--- src/rtl/ssg_emb_sd_adc_comb.sv ---
// Sinc3 comb and output stage of the sigma-delta ADC channel: a high-res signed sample path
// and a fast low-res magnitude path with a sticky overcurrent trip.
module ssg_emb_sd_adc_comb #(
    parameter int OC_PERSIST_W = 4
) (
    input  logic                    clk_adc,
    input  logic                    reset_adc_n,
    input  logic [21:0]             cn_in,
    input  logic                    cnr64,
    input  logic                    cnr16,
    input  logic                    latch_en,
    input  logic                    dec_rate,
    input  logic [11:0]             oc_threshold,
    input  logic [OC_PERSIST_W-1:0] oc_persist,
    input  logic                    oc_clear,
    output logic [15:0]             result,
    output logic                    result_valid,
    output logic                    result_sat,
    output logic [11:0]             lr_mag,
    output logic                    oc_trip
);

    localparam logic [2:0]         FILL_FULL = 3'd4;
    localparam logic signed [21:0] HR_MAX    = 22'sd32767;
    localparam logic signed [21:0] HR_MIN    = -22'sd32768;

    logic                    dec_rate_q;
    logic                    rate_chg;

    logic [21:0]             hz1, hz2, hz3;
    logic [21:0]             hd1, hd2, hd3;
    logic [18:0]             hr_raw;
    logic [2:0]              hr_fill;
    logic                    hr_ready;
    logic signed [21:0]      hr_ext;
    logic signed [21:0]      hr_scaled;
    logic [15:0]             hr_clamped;
    logic                    hr_clip;
    logic                    hr_take;

    logic [21:0]             lz1, lz2, lz3;
    logic [21:0]             ld1, ld2, ld3;
    logic [12:0]             lr_raw;
    logic [2:0]              lr_fill;
    logic [2:0]              lr_fill_nx;
    logic                    lr_upd;
    logic                    lr_take;
    logic signed [14:0]      lr_diff;
    logic [14:0]             lr_abs;
    logic [17:0]             lr_wide;
    logic [11:0]             lr_mag_nx;

    logic [OC_PERSIST_W-1:0] oc_cnt;
    logic [OC_PERSIST_W-1:0] oc_cnt_nx;
    logic [OC_PERSIST_W-1:0] persist_eff;
    logic                    lr_over;
    logic                    trip_set;

    logic                    unused_bits;

    // A rate change invalidates everything in flight; the fill counters flush stale comb state.
    assign rate_chg = dec_rate != dec_rate_q;

    assign hd1 = cn_in - hz1;
    assign hd2 = hd1 - hz2;
    assign hd3 = hd2 - hz3;
    assign ld1 = cn_in - lz1;
    assign ld2 = ld1 - lz2;
    assign ld3 = ld2 - lz3;

    assign hr_ready    = hr_fill == FILL_FULL;
    assign hr_take     = latch_en && hr_ready && !rate_chg;
    assign lr_take     = lr_upd && !rate_chg;
    assign unused_bits = ^{hd3[21:19], ld3[21:13]};

    always_ff @(posedge clk_adc or negedge reset_adc_n) begin
        if (!reset_adc_n) begin
            dec_rate_q <= 1'b0;
            hz1        <= '0;
            hz2        <= '0;
            hz3        <= '0;
            hr_raw     <= '0;
            hr_fill    <= '0;
        end else begin
            dec_rate_q <= dec_rate;
            if (cnr64) begin
                hz1    <= cn_in;
                hz2    <= hd1;
                hz3    <= hd2;
                hr_raw <= hd3[18:0];
            end
            if (rate_chg)
                hr_fill <= '0;
            else if (cnr64 && !hr_ready)
                hr_fill <= hr_fill + 3'd1;
        end
    end

    // Re-centre the unipolar CIC output on zero and normalise both rates to full 16-bit scale.
    always_comb begin
        hr_ext     = signed'({3'b000, hr_raw});
        hr_clamped = '0;
        hr_clip    = 1'b0;
        if (dec_rate)
            hr_scaled = (hr_ext - 22'sd16384) <<< 1;
        else
            hr_scaled = (hr_ext - 22'sd131072) >>> 2;
        if (hr_scaled > HR_MAX) begin
            hr_clamped = 16'h7FFF;
            hr_clip    = 1'b1;
        end else if (hr_scaled < HR_MIN) begin
            hr_clamped = 16'h8000;
            hr_clip    = 1'b1;
        end else begin
            hr_clamped = hr_scaled[15:0];
        end
    end

    always_ff @(posedge clk_adc or negedge reset_adc_n) begin
        if (!reset_adc_n) begin
            result       <= '0;
            result_sat   <= 1'b0;
            result_valid <= 1'b0;
        end else begin
            result_valid <= hr_take;
            if (hr_take) begin
                result     <= hr_clamped;
                result_sat <= hr_clip;
            end
        end
    end

    always_comb begin
        lr_fill_nx = lr_fill;
        if (rate_chg)
            lr_fill_nx = '0;
        else if (cnr16 && lr_fill != FILL_FULL)
            lr_fill_nx = lr_fill + 3'd1;
    end

    always_ff @(posedge clk_adc or negedge reset_adc_n) begin
        if (!reset_adc_n) begin
            lz1     <= '0;
            lz2     <= '0;
            lz3     <= '0;
            lr_raw  <= '0;
            lr_fill <= '0;
            lr_upd  <= 1'b0;
        end else begin
            if (cnr16) begin
                lz1    <= cn_in;
                lz2    <= ld1;
                lz3    <= ld2;
                lr_raw <= ld3[12:0];
            end
            lr_fill <= lr_fill_nx;
            lr_upd  <= cnr16 && (lr_fill_nx == FILL_FULL);
        end
    end

    // Magnitude about mid-scale; the short-window rate is scaled up so both rates share one threshold.
    always_comb begin
        if (dec_rate)
            lr_diff = signed'({2'b00, lr_raw}) - 15'sd256;
        else
            lr_diff = signed'({2'b00, lr_raw}) - 15'sd2048;
        lr_abs    = lr_diff[14] ? $unsigned(-lr_diff) : $unsigned(lr_diff);
        lr_wide   = dec_rate ? {lr_abs, 3'b000} : {3'b000, lr_abs};
        lr_mag_nx = (lr_wide > 18'd4095) ? 12'hFFF : lr_wide[11:0];
    end

    assign lr_over     = lr_mag_nx > oc_threshold;
    assign persist_eff = (oc_persist == '0) ? OC_PERSIST_W'(1) : oc_persist;

    always_comb begin
        oc_cnt_nx = oc_cnt;
        if (rate_chg)
            oc_cnt_nx = '0;
        else if (lr_take) begin
            if (!lr_over)
                oc_cnt_nx = '0;
            else if (oc_cnt != '1)
                oc_cnt_nx = oc_cnt + OC_PERSIST_W'(1);
        end
    end

    assign trip_set = lr_take && lr_over && (oc_cnt_nx >= persist_eff);

    // A trip on the same edge as a clear must not be lost, so the set path has priority.
    always_ff @(posedge clk_adc or negedge reset_adc_n) begin
        if (!reset_adc_n) begin
            lr_mag  <= '0;
            oc_cnt  <= '0;
            oc_trip <= 1'b0;
        end else begin
            if (lr_take)
                lr_mag <= lr_mag_nx;
            oc_cnt <= oc_cnt_nx;
            if (trip_set)
                oc_trip <= 1'b1;
            else if (oc_clear)
                oc_trip <= 1'b0;
        end
    end

endmodule

--- config.mk ---
export PLATFORM = sky130hd
export DESIGN_NAME = ssg_emb_sd_adc_comb
export DESIGN_NICKNAME = d
export VERILOG_FILES = /design/src/rtl/ssg_emb_sd_adc_comb.sv
export SDC_FILE = /design/constraint.sdc
export NUM_CORES = 1
export LEC_CHECK = 0
export ABC_AREA = 1
export BUFFER_PORTS_ARGS = -buffer_cell sky130_fd_sc_hd__buf_2
export CAP_MARGIN = 20
export CORE_MARGIN = 1.5
export CORE_UTILIZATION = 35
export DETAILED_ROUTE_END_ITERATION = 10
export GPL_ROUTABILITY_DRIVEN = 1
export SKIP_LAST_GASP = 1
export SLEW_MARGIN = 20
export SYNTH_ARGS = -nofsm -noshare
export SYNTH_HDL_FRONTEND = slang
export SYNTH_SLANG_ARGS = --single-unit
--- constraint.sdc ---
create_clock -name clk_adc -period 5.6 [get_ports clk_adc]
set_clock_uncertainty 0.05 [all_clocks]
set_input_delay 1.12 -clock clk_adc [delete_from_list [all_inputs] [get_ports clk_adc]]
set_output_delay 1.12 -clock clk_adc [all_outputs]
set_load 0.05 [all_outputs]
# Word-level counts from Yosys, hierarchy flattened
# Cells that the tools add are included.
# word_totals
output_inout_bits	31
elab_cells	75
ff_bits	171
# classes
eq_ne	5
n_addsub	14
n_reduce_logical	13
n_lt_le_gt_ge	5
muxes	20
# ops
operator	n
$sub 19x19->19	3
$sub 13x13->13	3
$mux 16	2
$mux 15	2
$gt 22x16->1 const B	1
$lt 22x16->1 const B	1
$mux 22	1
$mux 4	5
$sub 19x15->20 const B	1
$sub 19x18->20 const B	1
$gt 18x12->1 const B	1
$mux 18	1
$neg 15->15	1
$sub 13x12->14 const B	1
$sub 13x9->14 const B	1
$gt 12x12->1	1
$mux 12	1
$mux 3	4
$logic_and 1x1->1	8
$add 3x1->3 const B	2
$eq 3x3->1 const B	2
$add 4x1->4 const B	1
$ge 4x4->1	1
$logic_not 4->1	1
6 further kinds	11

# Longest topological paths before layout
# Gate-level depths: netlist (run 1).
# depth
ltp_word	14
depth_mapped	31
mapped_depth_nobuf	31

# Worst setup path before layout (run 1)
# OpenSTA, ideal clock, no wires.
# synth_timing
kind	input to register
start	input port cn_in[0]
end	register hr_raw[18]
path_stages	28
setup_time_ns	0.118
path_slack_ns	0.470
t_arrival_ns	4.963
cell_sequence	inv_1 -> ha_1 -> inv_1 -> fa_1 -> a21oi_1 -> inv_1 -> nand2_1 -> nand2_1 -> nand2_1 -> nand3_1 -> nand2_1 -> nand3_1 -> xor2_1 -> ha_1 -> inv_1 -> nor3_1 -> and3_1 -> nand4_1 -> nand3_1 -> xor2_1 -> ha_1 -> inv_1 -> nor3_1 -> nand2_1 -> o311ai_0 -> nand3_1 -> nand3_1 -> nand2_1
# synth_between
elab_chain_cells	3
# synth_lines
item	line_no	source
from (decl)	8	input logic [21:0] cn_in,
$sub 19x19->19	64	assign hd1 = cn_in - hz1;
net hd1[16]	31	logic [21:0] hd1, hd2, hd3;
$sub 19x19->19	65	assign hd2 = hd1 - hz2;
net hd2[17]	31	
$sub 19x19->19	66	assign hd3 = hd2 - hz3;
to (signal assigned)	90	hr_raw <= hd3[18:0];
to (decl)	32	logic [18:0] hr_raw;
# The timed path passes the listed nets, and every way through them passes these cells.
# A chain may end at the register's enable or synchronous reset.

# Worst setup path after layout (run 1)
# Ends and elaborated chain as after synthesis.

==> impl_metrics.csv, run 1 <==
group,metric,value,unit
power,p_leak,7.244,nW
clock_network,post_cts_buffers,0,
clock_network,clock_latency,0.44,ns
final_layout,seq_area,4279,µm²
routing,antenna_left,0,
placement,placed_area,13450,µm²
global_route,antenna_found_initial,0,
die,num_rows,68,
clock_network,cts_resized,0,
power,switchingPower,4.379,mW
routing,first_pass_iters,5,
clock_network,h-tree-depth,4,
final_layout,synthToLayoutAreaGrowth,14.80,%
clock_network,cts_max_path_buffers,2,
global_route,grt_max_degree,172,
final_layout,stdcell_count,2207,
sta,holdWs,0.4237,ns
power,pwr-share-clk,0.139,
final_layout,postLayoutCoreUtil,0.4075,
worst_setup_path,crit_type,"in2reg",
sta,finalHoldViolations,0,
yosys,yosysWarnings,0,
yosys,syn_area_per_cell,7.508,µm²
routing,drc,0,
worst_setup_path,crit_required,5.87,ns
sta,report.final.slew_viol_count,0,
die,core_area,34540,µm²
worst_setup_path,crit_arrival,5.41,ns
power,p_sw_frac,0.4801,
outcome,status,"completed",
yosys,synth_nets,1801,
final_layout,final_cell_area,14070,µm²
final_layout,drive_gt1_frac,0.1090,
placement,post-place-ws,-0.07269,ns
worst_setup_path,slowest_stage,"fa_2",
yosys,ys_top_cells_by_count,"nand2_1, inv_1, o21ai_0",
global_route,grt_pass1_wl,47.75,mm
min_path,min_path_type,"reg2reg",
sta,setup_viol,0,
die,ios,76,
worst_setup_path,crit_family,"simple AND/OR/NAND/NOR gates",
yosys,yosysTopAreaCellShare,0.3490,
die,start_util,0.3549,
routing,dr_total_vias,10460,
clock_network,numCtsBuffers,17,
routing,vias_per_cell,4.740,
placement,routabilityCongestion,0.8699,
yosys,synthTopCellsByArea,"dfrtp_1, nand2_1, ha_1",
power,max-vdd-ir-drop,0.3008,mV
clock_network,clockRootBuffer,"clkbuf_16",
clock_network,cts_tree,"built",
global_route,overflow,0,
yosys,async_flop_share,1.000,
global_route,grt_pass1_vias,10260,
clock_network,path_clk_slew,0.07,ns
die,die_h,190.2,µm
final_layout,antenna_cells,0,
worst_setup_path,critical_path.max_stage_delay,0.39,ns
yosys,yosysTopAreaCell,"dfrtp_1",
sta,worst_pin_slew,1.036,ns
placement,dp_hpwl,20.49,mm
sta,period_minus_slack,5.140,ns
worst_setup_path,path_buf_inv,7,
worst_setup_path,crit_fanout,4,
die,die_x,190.2,µm
sta,fin_crit_sh,0.9178,
sta,fin_setup_tns,0,ns
yosys,synth_edf_count,0,
sta,grt_setup_unrepaired,"false",
routing,avgRoutedWirePerCell,12.31,µm
yosys,post-synth-top-count-cell,"nand2_1",
yosys,synthCells,1633,
power,pwr-share-comb,0.658,
sta,slew-limit-headroom,0.3094,
sta,fmax,194.6,MHz
final_layout,multiInputGateArea,6868,µm²
power,power.internal,4.742,mW
placement,dp.cells,2175,
power,p_total,9.121,mW
placement,port_buffers,72,
global_route,globalRouteTotalUtil,0.1586,
worst_setup_path,critPathCaptureType,"register",
yosys,syn_area,12260,µm²
yosys,synth-seq-area-share,0.3490,
power,seqPwrFrac,0.203,
clock_network,cts.hold.buffers_added,0,
routing,drtIter0Drc,631,
routing,wirelength,27.17,mm
yosys,synth_ff_type,"dfrtp_1",
power,powerDensity,648.0,nW/µm²
final_layout,fin_nets,1907,
worst_setup_path,worstSetupStartpointType,"input pin",
die,dieArea,36160,µm²
yosys,synth_cell_type_count,52,
worst_setup_path,timing.critical_path.mode_cell,"nand2_1",
clock_network,cts.sinks,171,
yosys,ys_ff_latch,171,
sta,worst_slack,0.4603,ns
final_layout,fillCellCount,3589,
job,drv_cap,0,
-- cell type report --
| type | count | area share |
|---|---|---|
| multi-input cells | 1171 | 0.4880 |
| flip-flops and latches | 171 | 0.3040 |
| well taps | 455 | 0.04045 |
| repair buffers | 127 | 0.05645 |
| clock buffers | 24 | 0.03494 |
| clock inverters | 8 | 0.009245 |
| inverters | 251 | 0.06694 |
-- state kept, by name (all words and copies together) (netlist names), 3 cells and up --
name     cells
lr_mag      12
hr_raw      19
lr_fill      3
lz3         13
hz3         19
hz2         19
oc_cnt       4
hz1         19
lz1         13
hr_fill      3
lz2         13
result      16
lr_raw      13
-- cells in the final DEF, fill, tap and decap left out, types with 4 or more instances in the layout --
cell	count
xor2_1	52
nor2_1	67
o21ai_0	207
o21ai_1	6
xnor2_1	26
clkbuf_8	4
clkbuf_16	17
fa_1	5
o21bai_1	5
mux2i_1	11
nor3_1	11
nand3_1	72
o31ai_1	5
o211ai_1	4
a21oi_1	99
buf_2	70
buf_4	55
nand4_1	14
ha_1	117
nand2_1	392
a31oi_1	14
or2_2	7
nand3_2	11
dfrtp_1	171
inv_1	245
a21o_1	6
-- power groups by stage --
stage / Sequential (mW) / Combinational, mW / Clock [mW]
floorplan: 2.14 / 4.13 / 0
global placement: 1.86 / 5.92 / 0
detailed placement: 1.88 / 6.00 / 0
CTS: 1.86 / 6.03 / 1.30
global route: 1.90 / 6.90 / 1.35
finish: 1.85 / 6.00 / 1.27
-- per-layer routing --
layer	routed length (µm)	vias to the layer above	GRT usage
li1	-	5542	-
met1	14290	4756	0.2216
met2	11760	147	0.2569
met3	836	17	0.02343
met4	281	0	0.03876
met5	0	-	0
-- worst min-delay path, delay by kind of cell, from the launching register on --
family,cells,cell delay (ns)
flops,1,0.34
simple gates,2,0.10
-- worst paths after layout --
check	slack, ns	end	cells past startpoint	startpoint
setup / recovery	0.46	hr_raw[18]	30	cn_in[0]
hold / removal	0.42	lr_mag[7]	2	lr_mag[7]
max in group asynchronous	4.02	result[13]	2	reset_adc_n
min in group asynchronous	0.73	lr_mag[2]	2	reset_adc_n
setup reg to reg	0.91	oc_trip	25	lr_raw[8]
hold reg to reg	0.42	lr_mag[7]	2	lr_mag[7]
-- cell families (layout without fill, tap and decap cells) --
logic type               count (synthesis)  after routing  synth area share
AO/OA/AOI/OAI                          366            366            0.1599
XOR/XNOR                                79             79           0.05705
AND/OR/NAND/NOR                        592            592            0.2045
multiplexers                            11             11          0.008981
flip-flops                             171            171            0.3490
adder cells (fa/ha/maj)                123            123            0.1292
buffers and inverters                  291            410           0.09134
No activity file was read; power rests on OpenSTA's default activity.
==> inputs of run 2 (changes only) <==
--- a/config.mk
+++ b/config.mk
@@ -8,6 +8,7 @@
 export ABC_AREA = 1
 export BUFFER_PORTS_ARGS = -buffer_cell sky130_fd_sc_hd__buf_2
 export CAP_MARGIN = 20
+export CORE_ASPECT_RATIO = 0.75
 export CORE_MARGIN = 1.5
 export CORE_UTILIZATION = 35
 export DETAILED_ROUTE_END_ITERATION = 10
==> impl_metrics.csv, run 2 (synthesis results as in run 1) <==
group,metric,value,unit
routing,antenna_left,0,
sta,report.final.slew_viol_count,0,
routing,dr_total_vias,10510,
global_route,antenna_found_initial,0,
power,max-vdd-ir-drop,0.3954,mV
clock_network,clockRootBuffer,"clkbuf_16",
placement,dp_hpwl,21.37,mm
global_route,overflow,0,
routing,vias_per_cell,4.725,
die,dieArea,36170,µm²
sta,slew-limit-headroom,0.5047,
outcome,status,"completed",
job,drv_cap,0,
worst_setup_path,reg2reg_from,"lr_raw[8]",
clock_network,cts.hold.buffers_added,0,
worst_setup_path,critPathLaunch,"cn_in[0]",
power,p_total,9.328,mW
global_route,globalRouteTotalUtil,0.1653,
die,ios,76,
final_layout,most-common-layout-cells,"nand2_1, inv_1, o21ai_0",
final_layout,stdcell_count,2224,
die,core_area,34620,µm²
worst_setup_path,critPathCaptureType,"register",
clock_network,cts.sinks,171,
worst_setup_path,crit_type,"in2reg",
clock_network,h-tree-depth,4,
sta,finalHoldViolations,0,
die,start_util,0.3541,
routing,drc,0,
worst_setup_path,reg2reg_slack,0.86,ns
placement,port_buffers,72,
clock_network,numCtsBuffers,17,
routing,first_pass_iters,5,
min_path,min_path_type,"reg2reg",
clock_network,cts_max_path_buffers,2,
die,num_rows,59,
sta,fmax,192.7,MHz
die,die_x,219.1,µm
routing,wirelength,28.12,mm
worst_setup_path,crit_required,5.89,ns
routing,drtIter0Drc,751,
placement,dp.cells,2191,
min_path,min_from,"hr_fill[2]",
sta,setup_viol,0,
worst_setup_path,crit_arrival,5.48,ns
clock_network,path_clk_slew,0.07,ns
final_layout,final_common_cell,"nand2_1",
clock_network,clock_latency,0.46,ns
global_route,grt_pass1_wl,48.36,mm
die,die_h,165.1,µm
worst_setup_path,worstSetupStartpointType,"input pin",
sta,worst_pin_slew,0.7429,ns
power,powerDensity,658.4,nW/µm²
power,p_leak,7.295,nW
final_layout,drive_gt1_frac,0.1183,
worst_setup_path,crit_fanout,4,
final_layout,synthToLayoutAreaGrowth,15.56,%
clock_network,cts_tree,"built",
placement,routabilityCongestion,0.8298,
clock_network,post_cts_buffers,0,
global_route,grt_max_degree,118,
clock_network,cts_resized,0,
routing,avgRoutedWirePerCell,12.64,µm
sta,fin_crit_sh,0.9266,
sta,period_minus_slack,5.189,ns
sta,fin_setup_tns,0,ns
final_layout,fillCellCount,3606,
final_layout,fin_nets,1922,
global_route,grt_pass1_vias,9933,
final_layout,antenna_cells,0,
sta,grt_setup_unrepaired,"false",
[run 2: final timing paths]
kind | endpoint | cells after the start
max | hr_raw[18] | 28
min | hr_fill[2] | 1
max reg2reg | oc_trip | 25
min reg2reg | hr_fill[2] | 1
max in group asynchronous | lz1[9] | 2
min in group asynchronous | lr_mag[2] | 1
[run 2: cell type report]
cell class / count / area, µm² / share of cell area
sequential: 171 / 4279 / 0.3020
clock buffer: 20 / 446.7 / 0.03153
multi-input combinational: 1171 / 6880 / 0.4856
inverter: 251 / 942.2 / 0.06650
timing repair buffer: 142 / 919.6 / 0.06491
clock inverter: 12 / 128.9 / 0.009096
tap: 457 / 571.8 / 0.04036
[run 2: metal layers]
metal	share of wire	routed length, µm	GRT usage	up-vias
met5	0	0	0	-
met4	0.0084	235	0.04016	0
met3	0.031	877	0.02949	15
met2	0.40	11210	0.2407	137
met1	0.56	15800	0.2503	4778
li1	-	-	-	5578
[run 2: stage by stage]
stage | area, µm² | util | hold slack (ns) | worst slack, ns
floorplan | 12260 | - | 0.3834 | 0.4697
global route | 14170 | 0.4092 | 0.4455 | 0.03913
CTS | 14130 | 0.4081 | 0.4287 | 0.2952
global placement | 13550 | 0.3915 | 0.4006 | -0.1384
detailed placement | 13550 | 0.3915 | 0.4160 | -0.1530
finish | 14170 | 0.4092 | 0.4238 | 0.4108
[run 2: report_power, final]
group          leakage [nW]  internal, mW  switching (mW)
registers              2.10          1.65           0.195
logic                  4.92          2.49            3.79
clock network         0.276         0.638           0.565
[run 2: critical path, cell delays in order]
cell and delay (ns):
buf_2 0.09, inv_1 0.14, ha_1 0.25, inv_1 0.10, fa_2 0.39, a21oi_2 0.17
inv_1 0.07, nand2_1 0.05, nand2_1 0.09, nand2_1 0.08, nand3_1 0.08, buf_4 0.15
xor2_1 0.22, ha_1 0.32, a21oi_1 0.21, o31ai_1 0.08, a21oi_1 0.16, nand3_1 0.14
xor2_2 0.18, ha_1 0.33, inv_1 0.06, nor3_1 0.22, nand2_1 0.08, o311ai_0 0.29
buf_4 0.17, nand3_1 0.07, nand3_1 0.13, nand2_1 0.06
==> inputs of run 3 (changes only) <==
--- a/config.mk
+++ b/config.mk
@@ -10,9 +10,10 @@
 export CAP_MARGIN = 20
 export CORE_ASPECT_RATIO = 0.75
 export CORE_MARGIN = 1.5
-export CORE_UTILIZATION = 35
+export CORE_UTILIZATION = 62
 export DETAILED_ROUTE_END_ITERATION = 10
 export GPL_ROUTABILITY_DRIVEN = 1
+export PLACE_DENSITY = 0.81
 export SKIP_LAST_GASP = 1
 export SLEW_MARGIN = 20
 export SYNTH_ARGS = -nofsm -noshare
==> impl_metrics.csv, run 3 (synthesis results as in run 1) <==
group,metric,value,unit
clock_network,cts_tree,"built",
job,drv_cap,0,
worst_setup_path,crit_fanout,17,
routing,antenna_left,0,
clock_network,h-tree-depth,4,
clock_network,clock_latency,0.44,ns
final_layout,multiInputGateArea,6887,µm²
sta,slew-limit-headroom,0.3473,
min_path,min_from,"lr_mag[8]",
power,switchingPower,4.459,mW
routing,vias_per_cell,5.377,
power,p_total,9.061,mW
sta,setup_viol,0,
power,power.internal,4.601,mW
worst_setup_path,crit_arrival,5.45,ns
clock_network,post_cts_buffers,0,
die,dieArea,20640,µm²
power,powerDensity,664.1,nW/µm²
sta,fin_crit_sh,0.9276,
die,die_x,165.4,µm
worst_setup_path,critPathLaunch,"dec_rate",
die,start_util,0.6327,
worst_setup_path,reg2reg_from,"lr_raw[8]",
global_route,grt_pass1_wl,47.06,mm
routing,first_pass_iters,5,
clock_network,cts_max_path_buffers,2,
routing,drtIter0Drc,717,
global_route,antenna_found_initial,0,
final_layout,antenna_cells,0,
final_layout,drive_gt1_frac,0.1032,
global_route,grt_pass1_vias,10340,
final_layout,fillCellCount,1576,
final_layout,seq_area,4279,µm²
routing,wirelength,26.99,mm
die,core_area,19380,µm²
final_layout,most-common-layout-cells,"nand2_1, inv_1, o21ai_0",
sta,fin_setup_tns,0,ns
power,p_leak,7.119,nW
clock_network,cts_resized,0,
global_route,globalRouteTotalUtil,0.2779,
routing,dr_total_vias,10690,
sta,period_minus_slack,5.195,ns
sta,finalHoldViolations,0,
power,seqPwrFrac,0.205,
die,ios,76,
clock_network,path_clk_slew,0.07,ns
placement,dp.cells,1955,
placement,routabilityCongestion,0.8618,
sta,worst_pin_slew,0.9790,ns
sta,grt_setup_unrepaired,"false",
global_route,grt_max_degree,117,
die,num_rows,44,
routing,drc,0,
final_layout,stdcell_count,1987,
power,max-vdd-ir-drop,0.3667,mV
sta,fmax,192.5,MHz
clock_network,cts.sinks,171,
worst_setup_path,crit_required,5.86,ns
power,p_sw_frac,0.4922,
global_route,overflow,0,
routing,avgRoutedWirePerCell,13.58,µm
placement,dp_hpwl,19.86,mm
clock_network,numCtsBuffers,17,
sta,report.final.slew_viol_count,0,
die,die_h,124.8,µm
worst_setup_path,worstSetupStartpointType,"input pin",
min_path,min_path_type,"reg2reg",
power,pwr-share-clk,0.129,
clock_network,cts.hold.buffers_added,0,
final_layout,synthToLayoutAreaGrowth,11.29,%
worst_setup_path,crit_type,"in2reg",
outcome,status,"completed",
power,pwr-share-comb,0.666,
clock_network,clockRootBuffer,"clkbuf_16",
placement,port_buffers,72,
final_layout,fin_nets,1889,
final_layout,final_common_cell,"nand2_1",
worst_setup_path,critPathCaptureType,"register",
-- run 3: critical path, stage by stage --
cell and delay [ns]:
buf_2 0.28, xnor2_1 0.23, nand2_1 0.14, nor2_1 0.13, nand3_2 0.09, nand2_1 0.08, xor2_1 0.07, nand3b_2 0.21
nand2_2 0.25, nand3_2 0.14, ha_1 0.34, nand4_1 0.15, nor3_1 0.24, nand2_1 0.09, o211ai_1 0.08, nand2_1 0.13
nor2_1 0.28, o211ai_1 0.16, a21oi_1 0.24, ha_1 0.28, a21boi_0 0.13, o21a_1 0.18, o21a_1 0.15, o21ai_0 0.14
o21ai_0 0.10
-- run 3: stage by stage --
stage          hold WS, ns    util  worst slack (ns)  cell area [µm²]
2_1_floorplan       0.3834       -            0.4697            12260
3_3_place_gp        0.4011  0.6731          -0.04977            13040
3_5_place_dp        0.4127  0.6731          -0.09251            13040
4_1_cts             0.4315  0.7028            0.1922            13620
5_1_grt             0.4542  0.7041           0.03230            13640
6_report            0.4281  0.7041            0.4054            13640
-- run 3: final timing paths --
check                                  to  slack, ns  cells past startpoint
worst max-delay path              oc_trip       0.41                     25
worst min-delay path            lr_mag[8]       0.43                      2
worst max register to register    oc_trip       0.68                     25
worst min register to register  lr_mag[8]       0.43                      2
max in group asynchronous          hz1[9]       3.72                      2
min in group asynchronous       lr_mag[6]       0.69                      1
-- run 3: area by class of cell --
type / count / area share
multi-input combinational: 1171 / 0.5047
sequential: 171 / 0.3136
inverter: 251 / 0.06905
timing repair buffer: 109 / 0.04723
clock buffer: 23 / 0.03576
tap: 253 / 0.02320
clock inverter: 9 / 0.006419
-- run 3: layer usage --
layer / track usage / vias to the layer above / wire [µm]
li1: - / 5508 / -
met1: 0.3983 / 4891 / 13560
met2: 0.4443 / 251 / 12030
met3: 0.03763 / 35 / 1024
met4: 0.06775 / 0 / 375
met5: 0 / - / 0
-- run 3: power groups by stage --
stage          logic (mW)  registers (mW)  clock network (mW)
6_report             6.03            1.86                1.17
5_1_grt              6.85            1.91                1.23
4_1_cts              5.96            1.86                1.18
3_5_place_dp         5.90            1.87                   0
3_3_place_gp         5.72            1.85                   0
2_1_floorplan        4.13            2.14                   0
